--- src/rtl/picosoc_bus_arbiter.sv ---
// picosoc_bus_arbiter
// Two-master, one-slave arbiter for the PicoRV32 native memory bus.
// The owner's request is forwarded combinationally. The owner's ready and
// rdata come straight back from the slave. Ties between masters alternate
// through a last_owner register.
//
// Optional feature: define PICOSOC_ARB_TIMEOUT_EN to add a 16-bit grant
// watchdog. When the slave stalls for TIMEOUT_CYCLES granted cycles, the
// arbiter completes the transfer itself: the owner gets one ready pulse with
// rdata 32'hDEAD_BEEF, and the sticky timeout_err flag is set.
// Without the macro there is no counter, timeout_err is 0, and a grant is
// held until the slave answers or the owner drops its request.

module picosoc_bus_arbiter #(
    parameter int unsigned TIMEOUT_CYCLES = 256
) (
    input  logic        clk,
    input  logic        reset,

    input  logic        m0_valid,
    input  logic        m0_instr,
    input  logic [31:0] m0_addr,
    input  logic [31:0] m0_wdata,
    input  logic [3:0]  m0_wstrb,
    output logic        m0_ready,
    output logic [31:0] m0_rdata,

    input  logic        m1_valid,
    input  logic        m1_instr,
    input  logic [31:0] m1_addr,
    input  logic [31:0] m1_wdata,
    input  logic [3:0]  m1_wstrb,
    output logic        m1_ready,
    output logic [31:0] m1_rdata,

    output logic        s_valid,
    output logic        s_instr,
    output logic [31:0] s_addr,
    output logic [31:0] s_wdata,
    output logic [3:0]  s_wstrb,
    input  logic        s_ready,
    input  logic [31:0] s_rdata,

    output logic [1:0]  grant,
    output logic        timeout_err
);

    localparam logic [31:0] TIMEOUT_RDATA_C = 32'hDEAD_BEEF;

    // Out-of-range watchdog lengths are rejected at elaboration time.
    if ((TIMEOUT_CYCLES < 32'd2) || (TIMEOUT_CYCLES > 32'd65535)) begin : g_bad_timeout
        $error("picosoc_bus_arbiter: TIMEOUT_CYCLES must be in 2..65535");
    end

    // The state encoding matches the one-hot grant output.
    typedef enum logic [1:0] {
        IDLE = 2'b00,
        GNT0 = 2'b01,
        GNT1 = 2'b10
    } state_t;

    state_t      state_r;
    logic        last_owner_r;     // 1: m1 was served last, so m0 wins the next tie

    logic        own_valid_s;
    logic        own_instr_s;
    logic [31:0] own_addr_s;
    logic [31:0] own_wdata_s;
    logic [3:0]  own_wstrb_s;
    logic        timeout_hit_s;    // watchdog completes the current transfer this cycle
    logic        err_flag_s;

    // Select the request fields of whichever master currently owns the bus.
    always_comb begin
        own_valid_s = 1'b0;
        own_instr_s = 1'b0;
        own_addr_s  = 32'h0000_0000;
        own_wdata_s = 32'h0000_0000;
        own_wstrb_s = 4'b0000;
        case (state_r)
            GNT0: begin
                own_valid_s = m0_valid;
                own_instr_s = m0_instr;
                own_addr_s  = m0_addr;
                own_wdata_s = m0_wdata;
                own_wstrb_s = m0_wstrb;
            end
            GNT1: begin
                own_valid_s = m1_valid;
                own_instr_s = m1_instr;
                own_addr_s  = m1_addr;
                own_wdata_s = m1_wdata;
                own_wstrb_s = m1_wstrb;
            end
            default: begin
                own_valid_s = 1'b0;
                own_instr_s = 1'b0;
                own_addr_s  = 32'h0000_0000;
                own_wdata_s = 32'h0000_0000;
                own_wstrb_s = 4'b0000;
            end
        endcase
    end

`ifdef PICOSOC_ARB_TIMEOUT_EN
    localparam logic [15:0] TO_LAST_C = 16'(TIMEOUT_CYCLES - 32'd1);

    logic [15:0] to_cnt_r;
    logic        timeout_err_r;

    // The last allowed stalled cycle of a live grant turns into a forced completion.
    assign timeout_hit_s = (state_r != IDLE) && own_valid_s && !s_ready && (to_cnt_r == TO_LAST_C);
    assign err_flag_s    = timeout_err_r;

    // Count stalled granted cycles. The count stays at zero in IDLE, so every grant starts from 0.
    always_ff @(posedge clk) begin
        if (reset) begin
            to_cnt_r      <= 16'd0;
            timeout_err_r <= 1'b0;
        end else begin
            if (state_r == IDLE) begin
                to_cnt_r <= 16'd0;
            end else if (!s_ready) begin
                to_cnt_r <= to_cnt_r + 16'd1;
            end else begin
                to_cnt_r <= to_cnt_r;
            end
            if (timeout_hit_s) begin
                timeout_err_r <= 1'b1;
            end else begin
                timeout_err_r <= timeout_err_r;
            end
        end
    end
`else
    assign timeout_hit_s = 1'b0;
    assign err_flag_s    = 1'b0;
`endif

    // Arbitration FSM: alternate on ties and release the bus on completion, a dropped request or a timeout.
    always_ff @(posedge clk) begin
        if (reset) begin
            state_r      <= IDLE;
            last_owner_r <= 1'b1;
        end else begin
            case (state_r)
                IDLE: begin
                    if (m0_valid && m1_valid) begin
                        state_r <= last_owner_r ? GNT0 : GNT1;
                    end else if (m0_valid) begin
                        state_r <= GNT0;
                    end else if (m1_valid) begin
                        state_r <= GNT1;
                    end else begin
                        state_r <= IDLE;
                    end
                end
                GNT0: begin
                    if (s_ready || timeout_hit_s) begin
                        state_r      <= IDLE;
                        last_owner_r <= 1'b0;
                    end else if (!m0_valid) begin
                        state_r <= IDLE;
                    end else begin
                        state_r <= GNT0;
                    end
                end
                GNT1: begin
                    if (s_ready || timeout_hit_s) begin
                        state_r      <= IDLE;
                        last_owner_r <= 1'b1;
                    end else if (!m1_valid) begin
                        state_r <= IDLE;
                    end else begin
                        state_r <= GNT1;
                    end
                end
                default: begin
                    state_r      <= IDLE;
                    last_owner_r <= last_owner_r;
                end
            endcase
        end
    end

    // Drive the slave request and master responses. While reset is high, every output is held at 0.
    always_comb begin
        s_valid  = 1'b0;
        s_instr  = 1'b0;
        s_addr   = 32'h0000_0000;
        s_wdata  = 32'h0000_0000;
        s_wstrb  = 4'b0000;
        m0_ready = 1'b0;
        m0_rdata = 32'h0000_0000;
        m1_ready = 1'b0;
        m1_rdata = 32'h0000_0000;
        grant    = 2'b00;
        if (!reset) begin
            s_valid = own_valid_s && !timeout_hit_s;
            s_instr = own_instr_s;
            s_addr  = own_addr_s;
            s_wdata = own_wdata_s;
            s_wstrb = own_wstrb_s;
            grant   = state_r;
            case (state_r)
                GNT0: begin
                    m0_ready = s_ready || timeout_hit_s;
                    m0_rdata = timeout_hit_s ? TIMEOUT_RDATA_C : s_rdata;
                end
                GNT1: begin
                    m1_ready = s_ready || timeout_hit_s;
                    m1_rdata = timeout_hit_s ? TIMEOUT_RDATA_C : s_rdata;
                end
                default: begin
                    m0_ready = 1'b0;
                    m1_ready = 1'b0;
                end
            endcase
        end else begin
            grant = 2'b00;
        end
    end

    assign timeout_err = err_flag_s && !reset;

endmodule

--- config.mk ---
export PLATFORM = sky130hd
export DESIGN_NAME = picosoc_bus_arbiter
export DESIGN_NICKNAME = d
export VERILOG_FILES = /design/src/rtl/picosoc_bus_arbiter.sv
export SDC_FILE = /design/constraint.sdc
export NUM_CORES = 1
export LEC_CHECK = 0
export ABC_AREA = 0
export CORE_AREA = 5 5 117 119
export CTS_CLUSTER_SIZE = 25
export DETAILED_ROUTE_END_ITERATION = 10
export DIE_AREA = 0 0 122 124
export GPL_ROUTABILITY_DRIVEN = 0
export SYNTH_ARGS = -nofsm -noshare
export SYNTH_HDL_FRONTEND = slang
export SYNTH_SLANG_ARGS = --single-unit
--- constraint.sdc ---
create_clock -name clk -period 1.8 [get_ports clk]
set_input_delay 0.27 -clock clk [delete_from_list [all_inputs] [get_ports clk]]
set_output_delay 0.27 -clock clk [all_outputs]
set_load 0.01 [all_outputs]
# Yosys cells after proc, flatten, opt, wreduce, memory -nomap -nowiden
# Cells that the tools add are included.
[op_classes]
n_eq_ne = 4
n_mux = 30
reduce_logical = 4
[op_table]
columns = ["op", "n"]
rows = [
  ["32-bit 2-to-1 mux", 6],
  ["32-bit case mux with 2 select lines", 2],
  ["2-bit 2-to-1 mux", 6],
  ["1-bit 2-to-1 mux", 10],
  ["4-bit case mux with 2 select lines", 1],
  ["1-bit case mux with 2 select lines", 3],
  ["2-bit case mux with 3 select lines", 1],
  ["4-bit 2-to-1 mux", 1],
  ["2-bit inequality test, second input constant", 2],
  ["3-bit AND reduction", 1],
  ["2-bit by 1-bit equality test with 1-bit output, second input constant", 1],
  ["2-bit equality test, second input constant", 1],
  ["2-bit zero test", 1],
  ["2-bit nonzero test", 1],
  ["1-bit logical AND", 1],
]
[totals]
regBits = 3
output_inout_bits = 139

# Depth between registers and ports, before layout
# Gate-level depths: netlist of run 1.
[logic_depth]
depth_word = 4
depth_mapped = 6
depth_no_buf = 5

# Worst setup path after synthesis of run 1
# Ideal clock, no wire load.
[synth_path]
path_type = "reg2out"
start = "register state_r[0]"
end = "output s_addr[0]"
arrival_ns = 1.254
setup_slack_ns = 0.276
path_stages_with_launch = 7
path_buffers = 2
path_cell_list = "dfxtp_1 inv_1 ha_1 buf_4 clkbuf_1 a22oi_1 nor2_1"
[synth_between]
elab_chain_cells = 3
elab_cells_between_ends = 4
[synth_rtl]
columns = ["item", "line_no", "text"]
rows = [
  ["start: declaration", "62", "state_t state_r;"],
  ["start signal: assignment", "149", "state_r <= last_owner_r ? GNT0 : GNT1;"],
  ["2-bit equality test / 2-bit by 1-bit equality test with 1-bit output (equally long branches)", "80", "case (state_r)"],
  ["32-bit case mux with 2 select lines *", "80", ""],
  ["32-bit 2-to-1 mux *", "198", "if (!reset) begin"],
  ["end: declaration", "38", "output logic [31:0] s_addr,"],
]
# Every way passes the cells marked *; elsewhere a longest branch is shown, timed or not.

# Worst setup path after layout of run 1
[layout_path]
start = "register state_r[0]"
end = "output s_wdata[11]"
[layout_between]
elab_chain_cells = 3
elab_cells_between_ends = 4
[layout_rtl]
columns = ["item", "line_no", "text"]
rows = [
  ["2-bit equality test / 2-bit by 1-bit equality test with 1-bit output (equally long branches)", "80", ""],
  ["32-bit case mux with 2 select lines *", "80", ""],
  ["32-bit 2-to-1 mux *", "198", ""],
  ["end: declaration", "39", "output logic [31:0] s_wdata,"],
]
# Marked as above.

==> impl_summary.log, run 1 <==
INFO  metric result_of_the_run = complete, but fails checks
INFO  metric violations_in_the_final_reports = negative setup slack
INFO  metric critical_path_class = flip-flop to primary output
INFO  metric num-nets-final = 816
INFO  metric totalPowerFinal = 0.00179 W
INFO  metric final-max-slew-violation-count = 0
INFO  metric io_pins = about 310
INFO  metric total_die_area = 15100 µm²
INFO  metric vias_in_the_first_global_route = 3747
INFO  metric route.antenna.remaining_nets = 0
INFO  metric synth.largest_area_cell = sky130_fd_sc_hd__a22oi_1
INFO  metric unrepaired_setup_endpoints_after_global_routing = true
INFO  metric wirelength = 15800 µm
INFO  metric routed-via-count = ~3500
INFO  metric ys_warn_count = 0
INFO  metric hpwlAfterDp = 10400 µm
INFO  metric fmax = 494 MHz
INFO  metric dr.first_iter.drc_count = 99
INFO  metric netlist_top_cells_area = sky130_fd_sc_hd__a22oi_1 32%, sky130_fd_sc_hd__and2_1 25%, sky130_fd_sc_hd__nor2_1 17%, sky130_fd_sc_hd__buf_6 4.8%, sky130_fd_sc_hd__ha_1 3.8%
INFO  metric detail_route.vias_per_cell = 4.39
INFO  metric rows = ~40
INFO  metric grt_antenna_before_repair = 2
INFO  metric groute.usage.overall = 18.5%
INFO  metric worst_ir_drop_vdd = 0.224 mV
INFO  metric area_growth = 286%
INFO  metric hold_ws = slightly below 0.5 ns
INFO  metric cp_data_required_time = 1.53 ns
INFO  metric crit_path_max_incr_delay = about 0.35 ns
INFO  metric proportion_of_layout_cells_with_a_drive_suffix_above_1 = 56.7%
INFO  metric synth-main-ff-cell = sky130_fd_sc_hd__dfxtp_1
INFO  metric grt-ovfl-total = 0
INFO  metric timing.critical_path.to_type = primary output
INFO  metric finClkSkew = 0.00290 ns
INFO  metric clkLatencyLatePin = 0.23 ns
INFO  metric die-height = around 120 µm
INFO  metric synth_edf_count = 0
INFO  metric grt_pass1_wl = 21500 µm
INFO  metric num-fill-cells = 1183
INFO  metric path_max_fanout = 8
INFO  metric clk_pin_slew = roughly 0.030 ns
INFO  metric worst_min_path_class = flip-flop to flip-flop
INFO  metric report.final.setup_viol = slightly above 100
INFO  metric post-route-min-period = 2.03 ns
INFO  metric critPathArrivalTime = 1.76 ns
INFO  metric post_synth_inst_count = 266
INFO  metric most_frequent_cells_after_synthesis = 73 x sky130_fd_sc_hd__nor2_1, 70 x sky130_fd_sc_hd__a22oi_1, 66 x sky130_fd_sc_hd__and2_1, 12 x sky130_fd_sc_hd__clkbuf_1, 9 x sky130_fd_sc_hd__buf_2
INFO  metric cts_max_level = 1
INFO  metric ys_seq_area_share = 3.69%
INFO  metric dominant_cell_by_count_in_the_synthesized_netlist = sky130_fd_sc_hd__nor2_1
INFO  metric cts-root-buf = sky130_fd_sc_hd__clkbuf_16
INFO  metric clock_sink_count = 3
INFO  metric netlist-cell-type-count = 18
INFO  metric setup_slack_after_layout = -0.226 ns
INFO  metric timing.max_cap.violations = 0
INFO  metric path_cells = buf_6, ha_4, buf_12, buf_6, buf_8, buf_12, a22oi_2, nor2_4, buf_6
INFO  metric cts_tree = built
INFO  metric cp_slowest_cell = sky130_fd_sc_hd__dfxtp_4
INFO  metric cts.path.max_buffers = 2
INFO  metric synth_top_area_share = around 32%
INFO  metric synth-async-reset-ratio = 0%
INFO  metric placeableCoreArea = 12500 µm²
INFO  metric finalHoldViolCount = 0
INFO  metric io_buffer_count = 312
INFO  metric postSynthNetCount = 446
INFO  metric synthesis.area_per_instance = 6.12 µm²
INFO  metric grt_max_degree = 17
INFO  metric power_density = 285 nW/µm²
INFO  metric p_leak = 2.65 nW
INFO  metric drc_errors = 0
INFO  metric die_w = about 120 µm
INFO  metric initial_core_util = 13.1%
INFO  metric avgRoutedWirePerCell = 19.5 µm
INFO  metric final_min_period_over_clock_period = 113%
INFO  metric synth-seq-cells = 3
INFO  metric cts_made_buffers = 3
INFO  metric critPathLaunchType = flip-flop
INFO  metric critical-path-top-cell-by-count = sky130_fd_sc_hd__buf_6
INFO  metric first_pass_iters = 4
INFO  metric synth_area = 1630 µm²
[state kept, by name, summed over array words and instances (netlist names)]
signal / flops
state_r: 2
last_owner_r: 1
[per-stage QoR]
step | area, µm² | setup WS [ns] | TNS [ns] | cells | util (%)
after CTS | 5980 | -0.225 | -12.41 | 806 | 48.0
after detailed placement | 5130 | -0.498 | -48.12 | 748 | 41.1
after global placement | 5130 | -0.446 | -41.69 | 748 | 41.1
after floorplan | 1630 | 0.276 | 0 | 266 | -
final | 6290 | -0.226 | -10.53 | 808 | 50.5
after global routing | 6290 | -0.279 | -15.86 | 808 | 50.5
[placed cells by master (no fill, tap or decap), drive strengths merged, types with 3 or more instances in the layout]
cell | synthesis | final
buf | 19 | 216
dfxtp | 3 | 3
nor2b | 4 | 4
clkbuf | 12 | 8
clkdlybuf4s50 | 0 | 173
a21oi | 3 | 3
nand2 | 3 | 3
a22oi | 70 | 70
dlygate4sd2 | 0 | 3
ha | 5 | 5
and2 | 66 | 66
nor2 | 73 | 73
[area by class of cell]
type / count / area, µm² / share of cell area, %
Timing Repair Buffer: 396 / 3930 / 62.4
Multi-Input combinational cell: 230 / 1990 / 31.6
Tap cell: 172 / 215 / 3.42
Clock buffer: 4 / 78.8 / 1.25
Sequential cell: 3 / 67.6 / 1.07
Inverter: 2 / 15.0 / 0.239
Antenna cell: 1 / 2.50 / 0.0398
[report_power, final]
group | leakage, nW | switching, W | internal, W | total [W]
sequential | 0.0260 | 0.00000597 | 0.0000705 | 0.0000764
clock | 0.0382 | 0.0000665 | 0.000293 | 0.000359
combinational | 2.58 | 0.000516 | 0.000842 | 0.00136
[path summary, 6_finish.rpt]
kind | end | depth (start not counted) | slack, ns | startpoint
max | s_wdata[11] | 9 | -0.23 | state_r[0]$_SDFF_PP0_
min reg2reg | last_owner_r$_SDFFE_PP1P_ | 2 | 0.48 | last_owner_r$_SDFFE_PP1P_
max reg2reg | state_r[1]$_SDFF_PP0_ | 9 | 0.22 | state_r[0]$_SDFF_PP0_
min | last_owner_r$_SDFFE_PP1P_ | 2 | 0.48 | last_owner_r$_SDFFE_PP1P_
[worst max-delay path: cells and delay by family (launching register included)]
family | cells | cell delay, ns
AO/OA/AOI/OAI | 1 | 0.21
AND/OR/NAND/NOR | 1 | 0.05
adder cells (fa/ha/maj) | 1 | 0.17
flip-flops | 1 | 0.35
buffers and inverters | 6 | 0.75
[per-layer routing]
metal / wire (µm) / global-route usage [%]
met1: 5380 / 19.7
met2: 8380 / 35.5
met3: 1600 / 5.59
met4: 411 / 4.69
met5: 12 / 0
[repair_timing]
action	4_1_cts	5_1_grt
setup buffers	42	11
gates cloned	13	3
endpoints found under the setup margin	138	124
gates resized for setup	711	123
pin swaps	40	83
hold buffers	0	0
[logic make-up (layout without fill, tap and decap cells)]
family	count (synthesis)	count (layout)	synth area share, %
flops	3	3	3.69
compound gates	74	74	33.5
buf+inv	33	402	12.2
fa+ha+maj	5	5	3.84
simple gates	150	150	46.5
other cells	1	2	0.230
No activity file was read; power rests on OpenSTA's default activity.
==> run 2: changes to the inputs <==
--- a/config.mk
+++ b/config.mk
@@ -11,6 +11,7 @@
 export DETAILED_ROUTE_END_ITERATION = 10
 export DIE_AREA = 0 0 122 124
 export GPL_ROUTABILITY_DRIVEN = 0
+export SKIP_LAST_GASP = 1
 export SYNTH_ARGS = -nofsm -noshare
 export SYNTH_HDL_FRONTEND = slang
 export SYNTH_SLANG_ARGS = --single-unit
==> impl_summary.log, run 2 (synthesis gave the netlist of run 1 again) <==
INFO  metric result_of_the_run = complete, but fails checks
INFO  metric violations_in_the_final_reports = negative setup slack
INFO  metric worst_min_path_class = flip-flop to flip-flop
INFO  metric layout.cells.most_common = sky130_fd_sc_hd__clkdlybuf4s50_1
INFO  metric regToRegSetupSlack = 0.21 ns (about the same)
INFO  metric path_max_fanout = 8 (unchanged)
INFO  metric p_leak = 2.76 nW (+4.4%)
INFO  metric area_growth = 294%
INFO  metric cts_max_level = 1 (unchanged)
INFO  metric top_register = state_r
INFO  metric critPathLaunchType = flip-flop
INFO  metric groute.usage.overall = 18.4% (-0.13 points)
INFO  metric proportion_of_layout_cells_with_a_drive_suffix_above_1 = 57.6% (+0.91 points)
INFO  metric worstPathBufferInverterCount = 6 (unchanged)
INFO  metric worstRegToRegCells = 9 (unchanged)
INFO  metric cp_data_required_time = 1.53 ns (about the same)
INFO  metric drc_errors = 0 (unchanged)
INFO  metric critPathArrivalTime = 1.75 ns (about the same)
INFO  metric wirelength = 16100 µm (+1.7%)
INFO  metric critical_path_class = flip-flop to primary output
INFO  metric finalHoldViolCount = 0 (unchanged)
INFO  metric fmax = 494 MHz (about the same)
INFO  metric avgRoutedWirePerCell = 19.5 µm (-0.30%)
INFO  metric clk_pin_slew = 0.03 ns (about the same)
INFO  metric detail_route.vias_per_cell = 4.44 (+1.0%)
INFO  metric placeableCoreArea = 12500 µm² (unchanged)
INFO  metric power_density = 284 nW/µm² (-0.44%)
INFO  metric cp_slowest_cell = sky130_fd_sc_hd__dfxtp_4
INFO  metric first_pass_iters = 4 (unchanged)
INFO  metric path_delay_family = buffers and inverters
INFO  metric cts.path.max_buffers = 2 (unchanged)
INFO  metric grt_max_degree = 17 (unchanged)
INFO  metric clock_sink_count = 3 (unchanged)
INFO  metric die-height = 124 µm (unchanged)
INFO  metric unrepaired_setup_endpoints_after_global_routing = true
INFO  metric hpwlAfterDp = 10400 µm (unchanged)
INFO  metric timing.max_cap.violations = 0 (unchanged)
INFO  metric final_min_period_over_clock_period = 112% (about the same)
INFO  metric initial_core_util = 13.1% (unchanged)
INFO  metric final-max-slew-violation-count = 0 (unchanged)
INFO  metric io_buffer_count = 312 (unchanged)
INFO  metric die_w = 122 µm (unchanged)
INFO  metric grt_pass1_wl = 21500 µm (-0.32%)
INFO  metric final_cell_mix = 173 x sky130_fd_sc_hd__clkdlybuf4s50_1, 79 x sky130_fd_sc_hd__buf_2, 77 x sky130_fd_sc_hd__buf_6
INFO  metric whs_path_depth = 2 (unchanged)
INFO  metric crit-reg2reg-launch = state_r[1]$_SDFF_PP0_
INFO  metric worstHoldEndpoint = last_owner_r$_SDFFE_PP1P_
INFO  metric post-route-min-period = 2.02 ns (-0.000820 ns)
INFO  metric io_pins = 314 (unchanged)
INFO  metric num-nets-final = 832 (+2.0%)
INFO  metric vias_in_the_first_global_route = 3748 (+0.027%)
INFO  metric clkLatencyLatePin = 0.23 ns (about the same)
INFO  metric total_die_area = 15100 µm² (unchanged)
INFO  metric hold_start = last_owner_r$_SDFFE_PP1P_
INFO  metric routed-via-count = 3656 (+3.0%)
INFO  metric number_of_flip_flops_in_the_largest_register = 2 (unchanged)
INFO  metric crit_path_max_incr_delay = 0.36 ns (about the same)
INFO  metric finClkSkew = 0.00273 ns (-0.000162 ns)
INFO  metric timing.critical_path.to_type = primary output
INFO  metric hold_ws = 0.485 ns (+0.00101 ns)
INFO  metric worst_ir_drop_vdd = 0.219 mV (-2.2%)
INFO  metric rows = 41 (unchanged)
INFO  metric cts_tree = built
INFO  metric num-fill-cells = 1178 (-0.42%)
INFO  metric route.antenna.remaining_nets = 0 (unchanged)
INFO  metric cts_made_buffers = 3 (unchanged)
INFO  metric report.final.setup_viol = 95 (-7.8%)
INFO  metric grt_antenna_before_repair = 2 (unchanged)
INFO  metric preCtsSetupSlack = -0.498 ns (unchanged)
INFO  metric cts-root-buf = sky130_fd_sc_hd__clkbuf_16
INFO  metric setup_slack_after_layout = -0.225 ns (+0.000820 ns)
INFO  metric worst_r2r_endpoint = state_r[1]$_SDFF_PP0_
INFO  metric path_cells = buf_6, ha_4, buf_12, buf_6, buf_8, buf_12, a22oi_1, nor2_1, buf_2
INFO  metric critical_path.startpoint = state_r[0]$_SDFF_PP0_
INFO  metric dr.first_iter.drc_count = 90 (-9.1%)
INFO  metric grt-ovfl-total = 0 (unchanged)
INFO  metric biggestRegsByFlops = state_r (2), last_owner_r (1)
-- run 2: cell count changes in the layout (fill, tap and decap cells not counted), sizes merged --
cell,previous run,this run
clkbuf,8,15
dlymetal6s2s,0,2
buf,216,223
-- run 2: layer usage --
| metal | global-route usage [%] | vias up | wire [µm] |
|---|---|---|---|
| li1 | - | 1707 | - |
| met1 | 19.1 | 1717 | 5510 |
| met2 | 35.2 | 206 | 8520 |
| met3 | 5.81 | 24 | 1670 |
| met4 | 5.32 | 2 | 350 |
| met5 | 0 | - | 12 |
-- run 2: through the flow --
step | power, W | utilization [%] | instance area (µm²) | setup TNS, ns | std cells
CTS | 0.00171 | 47.6 | 5930 | -17.52 | 806
finish | 0.00182 | 51.6 | 6430 | -11.37 | 824
global placement | 0.000996 | 41.1 | 5130 | -41.69 | 748
detailed placement | 0.00100 | 41.1 | 5130 | -48.12 | 748
floorplan | 0.000360 | - | 1630 | 0 | 266
global route | 0.00191 | 51.6 | 6430 | -17.31 | 824
-- run 2: report_power, final --
group	total, W	internal, W	switching [W]
registers	0.0000772	0.0000713	0.00000592
clock network	0.000356	0.000293	0.0000636
logic	0.00139	0.000866	0.000524
total	0.00182	0.00123	0.000593
-- run 2: how the worst max path moves through the flow --
stage	slack (ns)	cells after the start	to
floorplan	0.28	6	s_addr[0]
global placement	-0.45	5	s_wdata[24]
detailed placement	-0.50	5	s_wdata[24]
CTS	-0.32	6	m0_rdata[21]
global route	-0.29	9	s_wdata[3]
finish	-0.22	9	s_wdata[4]
-- run 2: worst reg2reg max path, stage by stage, from the launching register on --
cell and delay, ns:
sky130_fd_sc_hd__dfxtp_2 0.35, sky130_fd_sc_hd__buf_6 0.11, sky130_fd_sc_hd__ha_4 0.15, sky130_fd_sc_hd__buf_6 0.11, sky130_fd_sc_hd__buf_16 0.14, sky130_fd_sc_hd__buf_16 0.13, sky130_fd_sc_hd__buf_4 0.11, sky130_fd_sc_hd__nor2b_1 0.12
sky130_fd_sc_hd__a21oi_1 0.05, sky130_fd_sc_hd__nor4b_1 0.22
-- run 2: cell type report --
type / count / area, µm² / share of cell area [%]
multi-input cells: 230 / 1980 / 30.9
clock buffers: 4 / 78.8 / 1.23
repair buffers: 412 / 4070 / 63.3
diodes: 1 / 2.50 / 0.0389
well taps: 172 / 215 / 3.35
inverters: 2 / 12.5 / 0.195
flip-flops and latches: 3 / 65.1 / 1.01
-- run 2: what timing repair did --
item	4_1_cts	5_1_grt
gates resized for setup	618	201
endpoints found under the setup margin	138	133
pin swaps	29	78
gates cloned	13	3
setup buffers	42	25
hold buffers	0	0
